<file path="config.mk">
export PLATFORM = sky130hd
export DESIGN_NAME = rv_decode_stage
export DESIGN_NICKNAME = d
export VERILOG_FILES = /design/src/rtl/rv_decode_stage_pkg.sv /design/src/rtl/rv_decode_stage_regfile.sv /design/src/rtl/rv_decode_stage.sv
export SDC_FILE = /design/constraint.sdc
export NUM_CORES = 2
export LEC_CHECK = 0
export ABC_AREA = 1
export CORE_ASPECT_RATIO = 0.5
export CORE_MARGIN = 5
export CORE_UTILIZATION = 31
export DETAILED_ROUTE_END_ITERATION = 8
export SYNTH_ARGS = -nofsm -noshare
export SYNTH_HDL_FRONTEND = slang
export SYNTH_HIERARCHICAL = 1
export SYNTH_SLANG_ARGS = --single-unit
</file>
<file path="constraint.sdc">
create_clock -name clk -period 1.7 [get_ports clk]
set_clock_uncertainty 0.15 [all_clocks]
set_input_delay 0.34 -clock clk [delete_from_list [all_inputs] [get_ports clk]]
set_output_delay 0.34 -clock clk [all_outputs]
set_load 0.01 [all_outputs]
</file>
<file path="src/rtl/rv_decode_stage_pkg.sv">
// Shared constants, immediate kinds and the decoded-bundle layout for the RV32I decode stage.
package rv_decode_stage_pkg;

  localparam int unsigned XLEN    = 32;
  localparam int unsigned INSTR_W = 32;
  localparam int unsigned REG_AW  = 5;

  // Major opcodes understood by the stage
  localparam logic [6:0] OPCODE_OP    = 7'b0110011;
  localparam logic [6:0] OPCODE_OPIMM = 7'b0010011;
  localparam logic [6:0] OPCODE_LUI   = 7'b0110111;

  // funct3/funct7 encodings, named as the ALU names them
  localparam logic [2:0] ADDFUNCT3  = 3'b000;
  localparam logic [2:0] SLLFUNCT3  = 3'b001;
  localparam logic [2:0] SRLFUNCT3  = 3'b101;
  localparam logic [6:0] BASEFUNCT7 = 7'b0000000;
  localparam logic [6:0] SUBFUNCT7  = 7'b0100000;
  localparam logic [6:0] SRAFUNCT7  = 7'b0100000;

  // Where op2 comes from; also tells the refresh logic which operands track registers
  typedef enum logic [1:0] {
    IMM_NONE  = 2'd0,
    IMM_I     = 2'd1,
    IMM_SHAMT = 2'd2,
    IMM_U     = 2'd3
  } imm_kind_e;

  // Decoded bundle held in the output pipeline register
  typedef struct packed {
    logic [6:0]       opcode;
    logic [2:0]       funct3;
    logic [6:0]       funct7;
    logic [4:0]       rd;
    logic [XLEN-1:0]  op1;
    logic [XLEN-1:0]  op2;
    logic             illegal;
    logic [4:0]       rs1;
    logic [4:0]       rs2;
    imm_kind_e        imm_kind;
  } decoded_t;

  // Sign-extend a 12-bit I-type immediate to the datapath width
  function automatic logic [XLEN-1:0] sext12(input logic [11:0] imm);
    return {{(XLEN-12){imm[11]}}, imm};
  endfunction

endpackage

</file>
<file path="src/rtl/rv_decode_stage_regfile.sv">
// Integer register file: one write port, two combinational read ports with write bypass, x0 reads zero.
module rv_regfile #(
  parameter int unsigned NREGS = 32,
  parameter int unsigned WIDTH = 32,
  localparam int unsigned AW   = $clog2(NREGS)
) (
  input  logic             clk,
  input  logic             rst_n,
  input  logic             we,
  input  logic [AW-1:0]    waddr,
  input  logic [WIDTH-1:0] wdata,
  input  logic [AW-1:0]    raddr1,
  input  logic [AW-1:0]    raddr2,
  output logic [WIDTH-1:0] rdata1,
  output logic [WIDTH-1:0] rdata2
);

  logic [WIDTH-1:0] regs [NREGS];

  // Storage; writes to x0 are discarded
  always_ff @(posedge clk or negedge rst_n) begin
    if (!rst_n) begin
      for (int unsigned i = 0; i < NREGS; i++) begin
        regs[i] <= '0;
      end
    end else if (we && (waddr != '0)) begin
      regs[waddr] <= wdata;
    end
  end

  // Read port 1 with same-cycle write bypass
  always_comb begin
    rdata1 = '0;
    if (raddr1 != '0) begin
      rdata1 = (we && (waddr == raddr1)) ? wdata : regs[raddr1];
    end
  end

  // Read port 2 with same-cycle write bypass
  always_comb begin
    rdata2 = '0;
    if (raddr2 != '0) begin
      rdata2 = (we && (waddr == raddr2)) ? wdata : regs[raddr2];
    end
  end

endmodule

</file>
<file path="src/rtl/rv_decode_stage.sv">
// RV32I decode stage: reads operands, decodes OP/OPIMM/LUI and holds one bundle toward execute.
module rv_decode_stage
  import rv_decode_stage_pkg::*;
#(
  parameter int unsigned WIDTH = 32,
  parameter int unsigned NREGS = 32
) (
  input  logic               clk,
  input  logic               rst_n,
  input  logic               in_valid,
  output logic               in_ready,
  input  logic [INSTR_W-1:0] in_instr,
  input  logic               flush,
  input  logic               wb_en,
  input  logic [REG_AW-1:0]  wb_rd,
  input  logic [WIDTH-1:0]   wb_data,
  output logic               out_valid,
  input  logic               out_ready,
  output logic [WIDTH-1:0]   out_op1,
  output logic [WIDTH-1:0]   out_op2,
  output logic [6:0]         out_opcode,
  output logic [2:0]         out_funct3,
  output logic [6:0]         out_funct7,
  output logic [4:0]         out_rd,
  output logic               out_illegal
);

  logic [6:0]        f_opcode;
  logic [2:0]        f_funct3;
  logic [6:0]        f_funct7;
  logic [4:0]        f_rs1;
  logic [4:0]        f_rs2;
  logic [4:0]        f_rd;
  logic [WIDTH-1:0]  rf_rs1;
  logic [WIDTH-1:0]  rf_rs2;
  decoded_t          dec;
  decoded_t          held_q;
  decoded_t          held_nxt;
  logic              out_valid_q;

  assign f_opcode = in_instr[6:0];
  assign f_rd     = in_instr[11:7];
  assign f_funct3 = in_instr[14:12];
  assign f_rs1    = in_instr[19:15];
  assign f_rs2    = in_instr[24:20];
  assign f_funct7 = in_instr[31:25];

  // The bundle slot is free when empty or draining this cycle
  assign in_ready = !out_valid_q || out_ready;

  rv_regfile #(
    .NREGS (NREGS),
    .WIDTH (WIDTH)
  ) u_regfile (
    .clk    (clk),
    .rst_n  (rst_n),
    .we     (wb_en),
    .waddr  (wb_rd),
    .wdata  (wb_data),
    .raddr1 (f_rs1),
    .raddr2 (f_rs2),
    .rdata1 (rf_rs1),
    .rdata2 (rf_rs2)
  );

  // Decode the incoming word into an ALU bundle; unknown opcodes become an all-zero illegal bundle
  always_comb begin
    dec          = '0;
    dec.imm_kind = IMM_NONE;
    case (f_opcode)
      OPCODE_OP: begin
        dec.opcode  = OPCODE_OP;
        dec.funct3  = f_funct3;
        dec.funct7  = f_funct7;
        dec.rd      = f_rd;
        dec.rs1     = f_rs1;
        dec.rs2     = f_rs2;
        dec.op1     = XLEN'(rf_rs1);
        dec.op2     = XLEN'(rf_rs2);
        dec.illegal = !((f_funct7 == BASEFUNCT7) ||
                        ((f_funct7 == SUBFUNCT7) &&
                         ((f_funct3 == ADDFUNCT3) || (f_funct3 == SRLFUNCT3))));
      end
      OPCODE_OPIMM: begin
        dec.opcode   = OPCODE_OPIMM;
        dec.funct3   = f_funct3;
        dec.funct7   = BASEFUNCT7;
        dec.rd       = f_rd;
        dec.rs1      = f_rs1;
        dec.op1      = XLEN'(rf_rs1);
        dec.op2      = sext12(in_instr[31:20]);
        dec.imm_kind = IMM_I;
        if (f_funct3 == SLLFUNCT3) begin
          dec.funct7   = f_funct7;
          dec.op2      = XLEN'(f_rs2);
          dec.imm_kind = IMM_SHAMT;
          dec.illegal  = (f_funct7 != BASEFUNCT7);
        end else if (f_funct3 == SRLFUNCT3) begin
          dec.funct7   = f_funct7;
          dec.op2      = XLEN'(f_rs2);
          dec.imm_kind = IMM_SHAMT;
          dec.illegal  = !((f_funct7 == BASEFUNCT7) || (f_funct7 == SRAFUNCT7));
        end
      end
      OPCODE_LUI: begin
        // Executed as ADDI rd, x0, imm<<12 so the ALU needs no LUI path
        dec.opcode   = OPCODE_OPIMM;
        dec.funct3   = ADDFUNCT3;
        dec.funct7   = BASEFUNCT7;
        dec.rd       = f_rd;
        dec.op2      = XLEN'({in_instr[31:12], 12'b0});
        dec.imm_kind = IMM_U;
      end
      default: begin
        dec.illegal = 1'b1;
      end
    endcase
  end

  // Refresh register-sourced operands of a stalled bundle from writeback
  always_comb begin
    held_nxt = held_q;
    if (wb_en && (wb_rd != '0) && !held_q.illegal) begin
      if ((held_q.imm_kind != IMM_U) && (wb_rd == held_q.rs1)) begin
        held_nxt.op1 = XLEN'(wb_data);
      end
      if ((held_q.imm_kind == IMM_NONE) && (wb_rd == held_q.rs2)) begin
        held_nxt.op2 = XLEN'(wb_data);
      end
    end
  end

  // Output pipeline register; flush wins over a simultaneous accept
  always_ff @(posedge clk or negedge rst_n) begin
    if (!rst_n) begin
      out_valid_q <= 1'b0;
      held_q      <= '0;
    end else if (flush) begin
      out_valid_q <= 1'b0;
    end else if (in_ready) begin
      out_valid_q <= in_valid;
      if (in_valid) begin
        held_q <= dec;
      end
    end else begin
      held_q <= held_nxt;
    end
  end

  assign out_valid   = out_valid_q;
  assign out_op1     = WIDTH'(held_q.op1);
  assign out_op2     = WIDTH'(held_q.op2);
  assign out_opcode  = held_q.opcode;
  assign out_funct3  = held_q.funct3;
  assign out_funct7  = held_q.funct7;
  assign out_rd      = held_q.rd;
  assign out_illegal = held_q.illegal;

endmodule

</file>
==> impl_metrics.tcl <==
set metrics [dict create \
    status "finished, violations left" \
    violations "negative setup slack" \
    r2r-end "out_op2[23]" \
    p_leak_nw 42.3 \
    hold_viol_final 0 \
    path_clk_slew_ns 0.07 \
    cts_tree "built" \
    drc 0 \
    drt_iter0_drc 10073 \
    cp_slowest_cell "dfrtp_1" \
    most-common-layout-cells "2,873 x nand2_1, 1,219 x o21ai_0, 1,088 x dfrtp_1, 1,073 x nand3_1, 1,016 x buf_4" \
    wl_mm 297 \
    gp_congestion 0.968 \
    grt_use_total_pct 26.3 \
    worstSetupEndpointType "output pin" \
    worst_setup_path_start_kind "register" \
    powerDensity_nw_per_um2 978 \
    ys_types 38 \
    port_buffers 160 \
    worstSkewPairLatency_ns 0.78 \
    fmax_mhz 489 \
    numCtsBuffers 119 \
    hold_depth 4 \
    fillers 20683 \
    cap_violations 0 \
    crit_required_ns 1.21 \
    core_um2 206000 \
    syn-mean-instance-area_um2 6.89 \
    layout_commonest_cell "nand2_1" \
    worst-setup-path-type "register to output pin" \
    dp.cells 12653 \
    antenna_found_initial 11 \
    routed-via-count 70687 \
    ant_nets 0 \
    first_pass_iters 6 \
    syn_inst 9298 \
    rsz0062_at_grt "yes" \
    clock-sinks 1119 \
    yosysSeqAreaShare_pct 43.7 \
    ir_drop_v 0.00103 \
    ios 164 \
    critPathMaxFanout 2 \
    dp_hpwl_mm 198 \
    cp_top_family "flip-flops" \
    drive_gt1_share_pct 22.4 \
    max_stage_delay_ns 0.42 \
    setup_viol 179 \
    crit_buf_inv 2 \
    dieArea_um2 216000 \
    grt_max_degree 63 \
    area.growth.synth_to_final_pct 35.5 \
    grt_pass1_wl_mm 434 \
    netlist_area_um2 64100 \
    timing.final.ws_setup_ns -0.344 \
    die_h_um 331 \
    cts-root-buf "clkbuf_16" \
    overflow 0 \
    worst_pin_slew_ns 0.540 \
    worstHoldStart "in_instr[21]" \
    synth-seq-cells 1119 \
    min_period_ns 2.04 \
    avgRoutedWirePerCell_um 22.8 \
    r2r_slack_ns -0.33 \
    slew_violations 0 \
    grt_pass1_vias 64723 \
    fin_nets 10236 \
    pre_cts_slack_ns -1.16 \
    reg2reg_from "u_regfile/regs[183]" \
    die_width_um 653 \
    htreeDepth 3 \
    via_per_inst 5.43 \
    postPlaceCellArea_um2 79200 \
    crit_chain "nand2_4 > buf_12 > buf_6" \
    clk_path_buf_depth 3 \
    initial_core_util_pct 31.1 \
    hold_class "input pin to register" \
    hold_path_end "held_nxt[3]" \
    yosys_warnings 6 \
    postLayoutCoreUtil_pct 42.1 \
    reg2regPathDepth 15 \
    fin_crit_sh_pct 120 \
    placementRows 118 \
    fin_tns_setup_ns -27.28 \
    stdcell_count 13023 \
    arrival_ns 1.55 \
    design_area_um2 86800 \
    relSlewSlack_pct 64.0 \
]
## flip-flops by register name, indices dropped and copies added (netlist names)
| signal | cells |
|---|---|
| out_funct3 | 3 |
| out_illegal | 1 |
| out_op1 | 32 |
| held_nxt | 12 |
| out_rd | 5 |
| out_funct7 | 7 |
| out_op2 | 32 |
| u_regfile/regs | 1024 |
| out_opcode | 2 |
| out_valid | 1 |
## timing repair
action / 4_1_cts / 5_1_grt
hold endpoints to repair: 1122 / 1
setup endpoints to repair: 368 / 208
gates resized for setup: 689 / 395
hold buffers: 5 / 1
setup buffers: 65 / 75
pin swaps: 108 / 204
cloned: 14 / 2
## worst max-delay path by stage
stage / from / end / slack, ns / cells after the start
floorplan: in_instr[20] / out_op2[19] / -0.32 / 16
global placement: wb_rd[4] / out_op2[6] / -1.18 / 17
detailed placement: wb_rd[4] / out_op2[8] / -1.16 / 17
CTS: out_valid / out_valid / -0.38 / 3
global route: u_regfile/regs[951] / out_op2[23] / -0.50 / 15
finish: out_valid / in_ready / -0.34 / 3
## synthesized netlist by cell type, drive strengths merged
master | n | share of area (%)
clkinv | 3 | 0.018
o22a | 1 | 0.014
inv | 723 | 4.2
a31oi | 1 | 0.0098
o22ai | 11 | 0.11
o211ai | 189 | 2.2
a22o | 5 | 0.068
nor2 | 321 | 2.0
conb | 1 | 0.0059
nor4 | 1 | 0.033
o21ai | 1421 | 11
nand4 | 3 | 0.029
nand2 | 3087 | 18
a21oi | 295 | 2.3
dfrtp | 1119 | 44
clkbuf | 476 | 2.8
xor2 | 3 | 0.041
buf | 328 | 2.6
nand3 | 1238 | 9.7
nor3 | 17 | 0.23
or2 | 55 | 0.54
## stage by stage
| stage | hold WS (ns) | power, mW |
|---|---|---|
| 2_1_floorplan | -0.106 | 45.3 |
| 3_3_place_gp | 0.108 | 54.5 |
| 3_5_place_dp | 0.107 | 54.9 |
| 4_1_cts | 0.00204 | 83.8 |
| 5_1_grt | 0.00297 | 89.0 |
| 6_report | 0.0356 | 84.9 |
## kinds of logic after synthesis
group | Yosys count | share of synthesized area (%)
simple gates | 4722 | 30.7
compound gates | 1923 | 15.9
buf+inv | 1530 | 9.64
flops | 1119 | 43.7
xor+xnor | 3 | 0.0410
other cells | 1 | 0.00585
## power breakdown
part | leakage [nW] | switching (mW) | total (mW) | internal [mW]
Clock | 2.05 | 12.0 | 28.3 | 16.3
Sequential | 14.3 | 3.07 | 34.4 | 31.3
Combinational | 26.0 | 12.4 | 22.2 | 9.77
Total | 42.3 | 27.5 | 84.9 | 57.4
## tightest hold or removal path, cell delays in order
cell,delay [ns]
buf_8,0.16
buf_4,0.25
nand3_2,0.10
o21ai_1,0.05
## layout make-up
type,count,area (um^2),share of cell area (%)
clock inverter,52,719,0.829
antenna,6,15.0,0.0173
timing repair buffer,1544,16200,18.7
sequential,1119,28000,32.3
inverter,726,2810,3.23
tap,2760,3450,3.98
clock buffer,165,3420,3.94
multi-input combinational,6651,32100,37.0
## routing by layer
layer  part of all wire [%]  vias up  wire length (um)  global-route usage [%]
met5                  0.014        -                41                       0
met2                     41     4290            121000                    37.9
met3                     13      745             37100                    7.09
met4                    4.7        6             13900                    10.3
met1                     42    33792            124000                    37.4
li1                       -    31854                 -                       -
Power figures use the tool's default switching activity.
